<file path="src/rtl/fu_logical_rs.sv">
// Reservation station for the logical functional unit.
// Holds up to DEPTH dispatched instructions, wakes their sources from the
// writeback broadcast and issues the oldest ready entry through a registered
// bundle. Relative age is tracked with an age matrix, so it never wraps.
module fu_logical_rs #(
  parameter int DEPTH = 4,
  parameter int PRN_W = 7,
  parameter int ID_W  = 6
) (
  input  logic             clk,
  input  logic             rst,
  input  logic             flush,
  input  logic             disp_valid,
  output logic             disp_ready,
  input  logic [31:0]      disp_inst,
  input  logic [ID_W-1:0]  disp_inst_id,
  input  logic [PRN_W-1:0] disp_out_prn,
  input  logic [PRN_W-1:0] disp_src_prn  [3],
  input  logic             disp_src_rdy  [3],
  input  logic [63:0]      disp_src_data [3],
  input  logic             wb_valid,
  input  logic [PRN_W-1:0] wb_prn,
  input  logic [63:0]      wb_data,
  input  logic             fu_ready,
  output logic             iss_valid,
  output logic [31:0]      iss_inst,
  output logic [ID_W-1:0]  iss_inst_id,
  output logic [PRN_W-1:0] iss_out_prn,
  output logic [63:0]      iss_op [3]
);

  logic [DEPTH-1:0] valid;
  logic [31:0]      inst_q     [DEPTH];
  logic [ID_W-1:0]  id_q       [DEPTH];
  logic [PRN_W-1:0] out_prn_q  [DEPTH];
  logic [PRN_W-1:0] src_prn_q  [DEPTH][3];
  logic             src_rdy_q  [DEPTH][3];
  logic [63:0]      src_data_q [DEPTH][3];
  // older[i][j] set means entry i was allocated before entry j
  logic [DEPTH-1:0] older [DEPTH];

  logic [DEPTH-1:0] alloc_oh;
  logic             alloc_found;
  logic [DEPTH-1:0] elig;
  logic [DEPTH-1:0] sel;
  logic             do_disp;
  logic             do_iss;
  logic             in_rdy  [3];
  logic [63:0]      in_data [3];
  logic [31:0]      sel_inst;
  logic [ID_W-1:0]  sel_id;
  logic [PRN_W-1:0] sel_out_prn;
  logic [63:0]      sel_op [3];

  // Full means no dispatch this cycle, even if an issue frees a slot.
  assign disp_ready = ~&valid;
  assign do_disp    = disp_valid & disp_ready & ~flush;
  assign do_iss     = fu_ready & (|elig) & ~flush;

  // Lowest-index free entry as a one-hot allocation vector.
  always_comb begin
    alloc_oh    = '0;
    alloc_found = 1'b0;
    for (int i = 0; i < DEPTH; i++) begin
      if (!valid[i] && !alloc_found) begin
        alloc_oh[i] = 1'b1;
        alloc_found = 1'b1;
      end
    end
  end

  // An entry is eligible from registered state only.
  always_comb begin
    for (int i = 0; i < DEPTH; i++)
      elig[i] = valid[i] & src_rdy_q[i][0] & src_rdy_q[i][1] & src_rdy_q[i][2];
  end

  // Oldest eligible entry: no other eligible entry is older than it.
  always_comb begin
    sel = elig;
    for (int i = 0; i < DEPTH; i++)
      for (int j = 0; j < DEPTH; j++)
        if (j != i && elig[j] && older[j][i]) sel[i] = 1'b0;
  end

  // Same-cycle wakeup of a source that arrives not ready at dispatch.
  always_comb begin
    for (int s = 0; s < 3; s++) begin
      in_rdy[s]  = disp_src_rdy[s];
      in_data[s] = disp_src_data[s];
      if (!disp_src_rdy[s] && wb_valid && wb_prn == disp_src_prn[s]) begin
        in_rdy[s]  = 1'b1;
        in_data[s] = wb_data;
      end
    end
  end

  // Issue bundle mux over the one-hot selection.
  always_comb begin
    sel_inst    = '0;
    sel_id      = '0;
    sel_out_prn = '0;
    for (int s = 0; s < 3; s++) sel_op[s] = '0;
    for (int i = 0; i < DEPTH; i++) begin
      if (sel[i]) begin
        sel_inst    = inst_q[i];
        sel_id      = id_q[i];
        sel_out_prn = out_prn_q[i];
        for (int s = 0; s < 3; s++) sel_op[s] = src_data_q[i][s];
      end
    end
  end

  // Entry storage: allocation, writeback capture and release on issue.
  always_ff @(posedge clk) begin
    if (rst) begin
      valid <= '0;
      for (int i = 0; i < DEPTH; i++)
        for (int s = 0; s < 3; s++) src_rdy_q[i][s] <= 1'b0;
    end else if (flush) begin
      valid <= '0;
    end else begin
      for (int i = 0; i < DEPTH; i++) begin
        if (do_disp && alloc_oh[i]) begin
          valid[i]     <= 1'b1;
          inst_q[i]    <= disp_inst;
          id_q[i]      <= disp_inst_id;
          out_prn_q[i] <= disp_out_prn;
          for (int s = 0; s < 3; s++) begin
            src_prn_q[i][s]  <= disp_src_prn[s];
            src_rdy_q[i][s]  <= in_rdy[s];
            src_data_q[i][s] <= in_data[s];
          end
        end else begin
          if (do_iss && sel[i]) valid[i] <= 1'b0;
          for (int s = 0; s < 3; s++) begin
            if (valid[i] && !src_rdy_q[i][s] && wb_valid && wb_prn == src_prn_q[i][s]) begin
              src_rdy_q[i][s]  <= 1'b1;
              src_data_q[i][s] <= wb_data;
            end
          end
        end
      end
    end
  end

  // Age matrix: a new entry is younger than every other entry.
  always_ff @(posedge clk) begin
    if (rst) begin
      for (int i = 0; i < DEPTH; i++) older[i] <= '0;
    end else if (do_disp) begin
      for (int i = 0; i < DEPTH; i++)
        for (int j = 0; j < DEPTH; j++)
          if (alloc_oh[i]) older[i][j] <= 1'b0;
          else if (alloc_oh[j]) older[i][j] <= 1'b1;
    end
  end

  // Registered issue bundle; data holds when nothing issues.
  always_ff @(posedge clk) begin
    if (rst || flush) begin
      iss_valid <= 1'b0;
    end else if (do_iss) begin
      iss_valid   <= 1'b1;
      iss_inst    <= sel_inst;
      iss_inst_id <= sel_id;
      iss_out_prn <= sel_out_prn;
      for (int s = 0; s < 3; s++) iss_op[s] <= sel_op[s];
    end else begin
      iss_valid <= 1'b0;
    end
  end

endmodule

</file>
<file path="config.mk">
export PLATFORM = sky130hd
export DESIGN_NAME = fu_logical_rs
export DESIGN_NICKNAME = d
export VERILOG_FILES = /design/src/rtl/fu_logical_rs.sv
export SDC_FILE = /design/constraint.sdc
export NUM_CORES = 2
export LEC_CHECK = 0
export ABC_AREA = 1
export CAP_MARGIN = 20
export CORE_ASPECT_RATIO = 0.8
export CORE_MARGIN = 5
export CORE_UTILIZATION = 50
export CTS_CLUSTER_DIAMETER = 80
export DETAILED_ROUTE_END_ITERATION = 10
export GPL_ROUTABILITY_DRIVEN = 0
export PLACE_DENSITY = 0.74
export SETUP_SLACK_MARGIN = 0.05
export SLEW_MARGIN = 0
export SYNTH_ARGS = -nofsm -noshare
export SYNTH_HDL_FRONTEND = slang
export SYNTH_SLANG_ARGS = --single-unit
</file>
<file path="constraint.sdc">
create_clock -name clk -period 13.3 [get_ports clk]
set_input_delay 1.33 -clock clk [delete_from_list [all_inputs] [get_ports clk]]
set_output_delay 1.33 -clock clk [all_outputs]
set_load 0.05 [all_outputs]
</file>
Word-level counts from Yosys, hierarchy flattened
Memories as Yosys holds them, arrays and structs flattened.
Index checks and enable logic that the tools add are counted.
{"block": "word_totals", "ramBits": 1060, "out_inout_bits": 239, "memories": 7, "register_bits": 242, "wordCells": 512, "inputBits": 338}
{"block": "classes", "n_eq_ne": 15, "n_reduce_logical": 107, "muxes": 290, "n_bitwise": 82}
{"memory": "src_data_q", "depth": 4, "width": 192, "rd": 4, "rd_ports_with_merged_regs": 0, "wr": 4, "line": "38", "source": "logic [63:0] src_data_q [DEPTH][3];"}
{"memory": "inst_q", "depth": 4, "width": 32, "rd": 4, "rd_ports_with_merged_regs": 0, "wr": 1, "line": "33", "source": "logic [31:0] inst_q [DEPTH];"}
{"memory": "src_prn_q", "depth": 4, "width": 21, "rd": 4, "rd_ports_with_merged_regs": 0, "wr": 1, "line": "36", "source": "logic [PRN_W-1:0] src_prn_q [DEPTH][3];"}
{"memory": "out_prn_q", "depth": 4, "width": 7, "rd": 4, "rd_ports_with_merged_regs": 0, "wr": 1, "line": "35", "source": "logic [PRN_W-1:0] out_prn_q [DEPTH];"}
{"memory": "id_q", "depth": 4, "width": 6, "rd": 4, "rd_ports_with_merged_regs": 0, "wr": 1, "line": "34", "source": "logic [ID_W-1:0] id_q [DEPTH];"}
{"memory": "older", "depth": 4, "width": 4, "rd": 4, "rd_ports_with_merged_regs": 0, "wr": 4, "line": "40", "source": "logic [DEPTH-1:0] older [DEPTH];"}
{"memory": "+1 memories"}
{"op": "64-bit two-way mux", "n": 15}
{"op": "192-bit two-way mux", "n": 4}
{"op": "1-bit two-way mux", "n": 235}
{"op": "32-bit two-way mux", "n": 7}
{"op": "7-bit == test", "n": 15}
{"op": "32-bit OR reduction", "n": 3}
{"op": "1-bit logical AND", "n": 65}
{"op": "1-bit OR", "n": 64}
{"op": "21-bit two-way mux", "n": 3}
{"op": "21-bit OR reduction", "n": 3}
{"op": "7-bit two-way mux", "n": 7}
{"op": "6-bit two-way mux", "n": 7}
{"op": "2-bit two-way mux", "n": 12}
{"op": "1-bit zero test", "n": 21}
{"op": "7-bit OR reduction", "n": 3}
{"op": "6-bit OR reduction", "n": 3}
{"op": "1-bit bitwise AND", "n": 16}
{"op": "2-bit nonzero test", "n": 4}
{"op": "4-bit AND reduction", "n": 1}
{"op": "4-bit OR reduction", "n": 1}
{"op": "1-bit inverter", "n": 2}
{"op": "2-bit AND reduction", "n": 1}
{"op": "2-bit OR reduction", "n": 1}
{"op": "1-bit logical OR", "n": 1}

Depth between registers and ports, before layout
{"block": "depth", "depth_word": 16, "mapped_depth": 13, "depth_no_buf": 12}

Least setup slack after synthesis
Ideal clock, no wire load.
{"block": "synth_path", "path_kind": "input port to flip-flop", "startpoint": "in flush", "endpoint": "reg iss_inst[0] (enable)", "setup_time_ps": 840, "path_slack_ps": 1093, "cell_stages": 3, "arrival_ps": 11367, "cell_sequence": "inv_1 nand3_1 nor2_1"}
{"block": "synth_via", "elab_chain_cells": 3}
{"item": "from (decl)", "line": "12", "source": "input logic flush,"}
{"item": "1-bit inverter / 1-bit logical OR (equally long branches)", "line": "58, 161"}
{"item": "1-bit bitwise AND / 1-bit inverter (equally long branches)"}
{"item": "2-bit AND reduction (no line) *"}
{"item": "to (signal assigned)", "line": "165", "source": "iss_inst <= sel_inst;"}
{"item": "to (decl)", "line": "26", "source": "output logic [31:0] iss_inst,"}
Every way passes the cells marked *; elsewhere a longest branch is shown, timed or not.
A chain may end at the register's enable or synchronous reset.

==> results.yml <==
clocking:
  cts.repair.resized: 0
  cts_tree: "built"
  clk_latency_ns: 0.78
  cts_root_buf: "clkbuf_16"
  cts_hold_buffers: 0
  clock_sinks: 1298
  cts_buffers: 134
  clkTransAtPathRegs_ns: 0.06
  cts.path.max_buffers: 3
  post-cts-setup-buffers: 0
  cts_htree_levels: 4
timing:
  fin_crit_sh_pct: 40.15
  setup_viol: 0
  fmax_mhz: 187.3
  hold_viol_final: 0
  worst_pin_slew_ns: 1.235
  rsz0062_at_grt: "no"
  slew_headroom_pct: 17.69
  fin_crit_ns: 5.340
  skew_ns: 0.02072
  slew_viol_final: 0
  whs_ns: 0.4956
  setup_tns_ns: 0
drt:
  dr.pass1.iters: 9
  routed_wl_um: 213300
  wl_per_cell_um: 24.10
  drtIter0Drc: 7504
  drcViolationCount: 0
  drtAntennaViolNets: 0
  via_count: 52070
  viasPerCell: 5.884
worst_hold_path:
  worstHoldPathCells: 2
  hp-class: "reg2reg"
  hp-start: "src_rdy_q[2][2]$_DFF_P_"
  hold_end: "src_rdy_q[2][2]$_DFF_P_"
floorplan:
  chipWidth_um: 405.2
  row_count: 116
  initial_core_util_pct: 50.16
  core_um2: 124500
  die_h_um: 326.1
  die-area_um2: 132100
  pin_count: 577
setup_path:
  arrival_ns: 5.73
  crit_fanout: 44
  startpoint_type: "primary input"
  startpoint: "wb_prn[0]"
  required_ns: 13.69
  r2r_cells: 13
  r2r_slack_ns: 8.70
  reg2reg_from: "valid[0]$_SDFFE_PP0P_"
  rr_endpoint: "iss_op[67]$_DFFE_PP_"
  crit_path_end_kind: "flop"
  path_class: "in2reg"
cells_and_area:
  fillers: 10400
  syn_to_final_growth_pct: 16.82
  fin_cells: 8849
  final_nets: 7412
  drive_above_1_share_pct: 4.556
  final_area_um2: 72970
yosys:
  synth.area.top_cells: "edfxtp_1 62%, nand2_1 15%, nand3_1 6.8%, nor2_1 3.2%, buf_2 2.7%"
  synth_edf_count: 1292
  ys_seq_area_share_pct: 62.31
  synth_top_cell_area_share_pct: 62.11
  syn_avg_cell_area_um2: 9.223
  synth_cell_types: 39
  yosysWarningCount: 0
  synth-main-ff-cell: "edfxtp_1"
  syn_inst: 6772
  syn_area_um2: 62460
  async_flop_share_pct: 0
  syn_nets: 7110
  synth_area_leader_cell: "edfxtp_1"
  ys_ff_latch: 1298
placed_design:
  dpl.cell_count: 8590
  hpwlAfterDp_um: 125600
  placed_area_um2: 68660
  io_buffers: 576
power:
  leakagePower_nw: 29.64
  peakVddDrop_mv: 0.1180
  p_per_area_nw_per_um2: 119.6
global_routing:
  grt_pass1_vias: 48750
  grt_pass1_wl_um: 309900
  grt_overflow: 0
  grt_usage_pct: 31.34
  grt_start_max_net_pins: 194
  antenna_found_initial: 25
run:
  max_cap_violations: 0
run_status:
  status: "complete, no violations"
==> cell usage in the layout (no fill, tap or decap), drive strengths merged, types with 20 or more instances in the layout <==
cell / Yosys / final
nor2: 541 / 541
nand2: 2558 / 2558
diode: 0 / 20
clkbuf: 71 / 170
xor2: 20 / 20
nand3: 854 / 854
inv: 299 / 303
edfxtp: 1292 / 1292
o21ai: 401 / 401
buf: 406 / 67
clkinv: 0 / 51
clkdlybuf4s50: 0 / 576
a21oi: 246 / 246
==> sequential cells by signal, indices dropped and copies added (netlist names) <==
signal and count:
iss_valid 1, valid 4, iss_op 192, out_prn_q 28, src_prn_q 84, iss_inst_id 6
id_q 24, src_rdy_q 12, inst_q 128, src_data_q 768, older 12, iss_out_prn 7
iss_inst 32
==> Yosys cell counts, types with 16 or more instances <==
cell and instances:
buf_2 339, buf_4 36, o21ai_0 225, nand2_1 2551
clkbuf_2 20, a21oi_1 245, clkbuf_1 51, xor2_1 20
buf_6 18, edfxtp_1 1292, o21ai_1 176, inv_1 282
nor2_1 537, nand3_1 852, inv_2 17, nand4_1 16
==> per-stage QoR <==
| stage | total power, mW | setup WS [ns] | utilization [%] |
|---|---|---|---|
| finish | 8.727 | 7.960 | 58.60 |
| global route | 8.968 | 7.932 | 58.58 |
| CTS | 8.750 | 8.183 | 58.56 |
| detailed placement | 5.059 | 7.387 | 55.14 |
| global placement | 5.046 | 7.449 | 55.12 |
| floorplan | 4.850 | 1.093 | - |
==> critical path, stage by stage <==
cell             delay, ns
clkdlybuf4s50_1       0.92
inv_2                 0.30
nand2_1               0.11
o21ai_0               0.08
nor4_1                0.65
nand2_4               0.42
buf_4                 0.51
nand2_4               0.49
buf_4                 0.71
==> how the worst max path moves through the flow <==
stage                                        end  slack (ns)
global placement    src_data_q[3][169]$_DFFE_PP_        7.45
finish               src_data_q[3][37]$_DFFE_PP_        7.96
CTS                  src_data_q[3][39]$_DFFE_PP_        8.18
global route        src_data_q[3][170]$_DFFE_PP_        7.93
detailed placement   src_data_q[3][37]$_DFFE_PP_        7.39
floorplan                  iss_inst[0]$_DFFE_PP_        1.09
==> metal layers <==
metal / routed length, µm / GRT usage [%] / share of wire (%)
met1: 78610 / 42.06 / 37
met2: 94640 / 47.16 / 44
met3: 29500 / 8.689 / 14
met4: 10510 / 15.44 / 4.9
met5: 22 / 0 / 0.010
==> kinds of logic after synthesis <==
| logic type | Yosys count | synth area share [%] |
|---|---|---|
| buf+inv | 776 | 5.815 |
| compound gates | 656 | 5.298 |
| simple gates | 4008 | 26.10 |
| flops | 1298 | 62.31 |
| xor+xnor | 34 | 0.4768 |
==> where the power goes <==
group / internal [mW] / switching, mW
clock: 2.10 / 1.65
combinational: 0.171 / 0.280
sequential: 4.52 / 0.0100
==> final cells by class <==
class / count / area [µm²] / share of cell area [%]
clock inverter: 69 / 726.9 / 0.9962
inverter: 299 / 1150 / 1.576
tap: 1652 / 2067 / 2.833
antenna: 20 / 50.05 / 0.06859
timing repair buffer: 643 / 6351 / 8.704
multi-input combinational: 4698 / 20180 / 27.65
clock buffer: 170 / 3531 / 4.839
sequential: 1298 / 38920 / 53.33
Note: power is estimated with default switching activity, not from simulation.
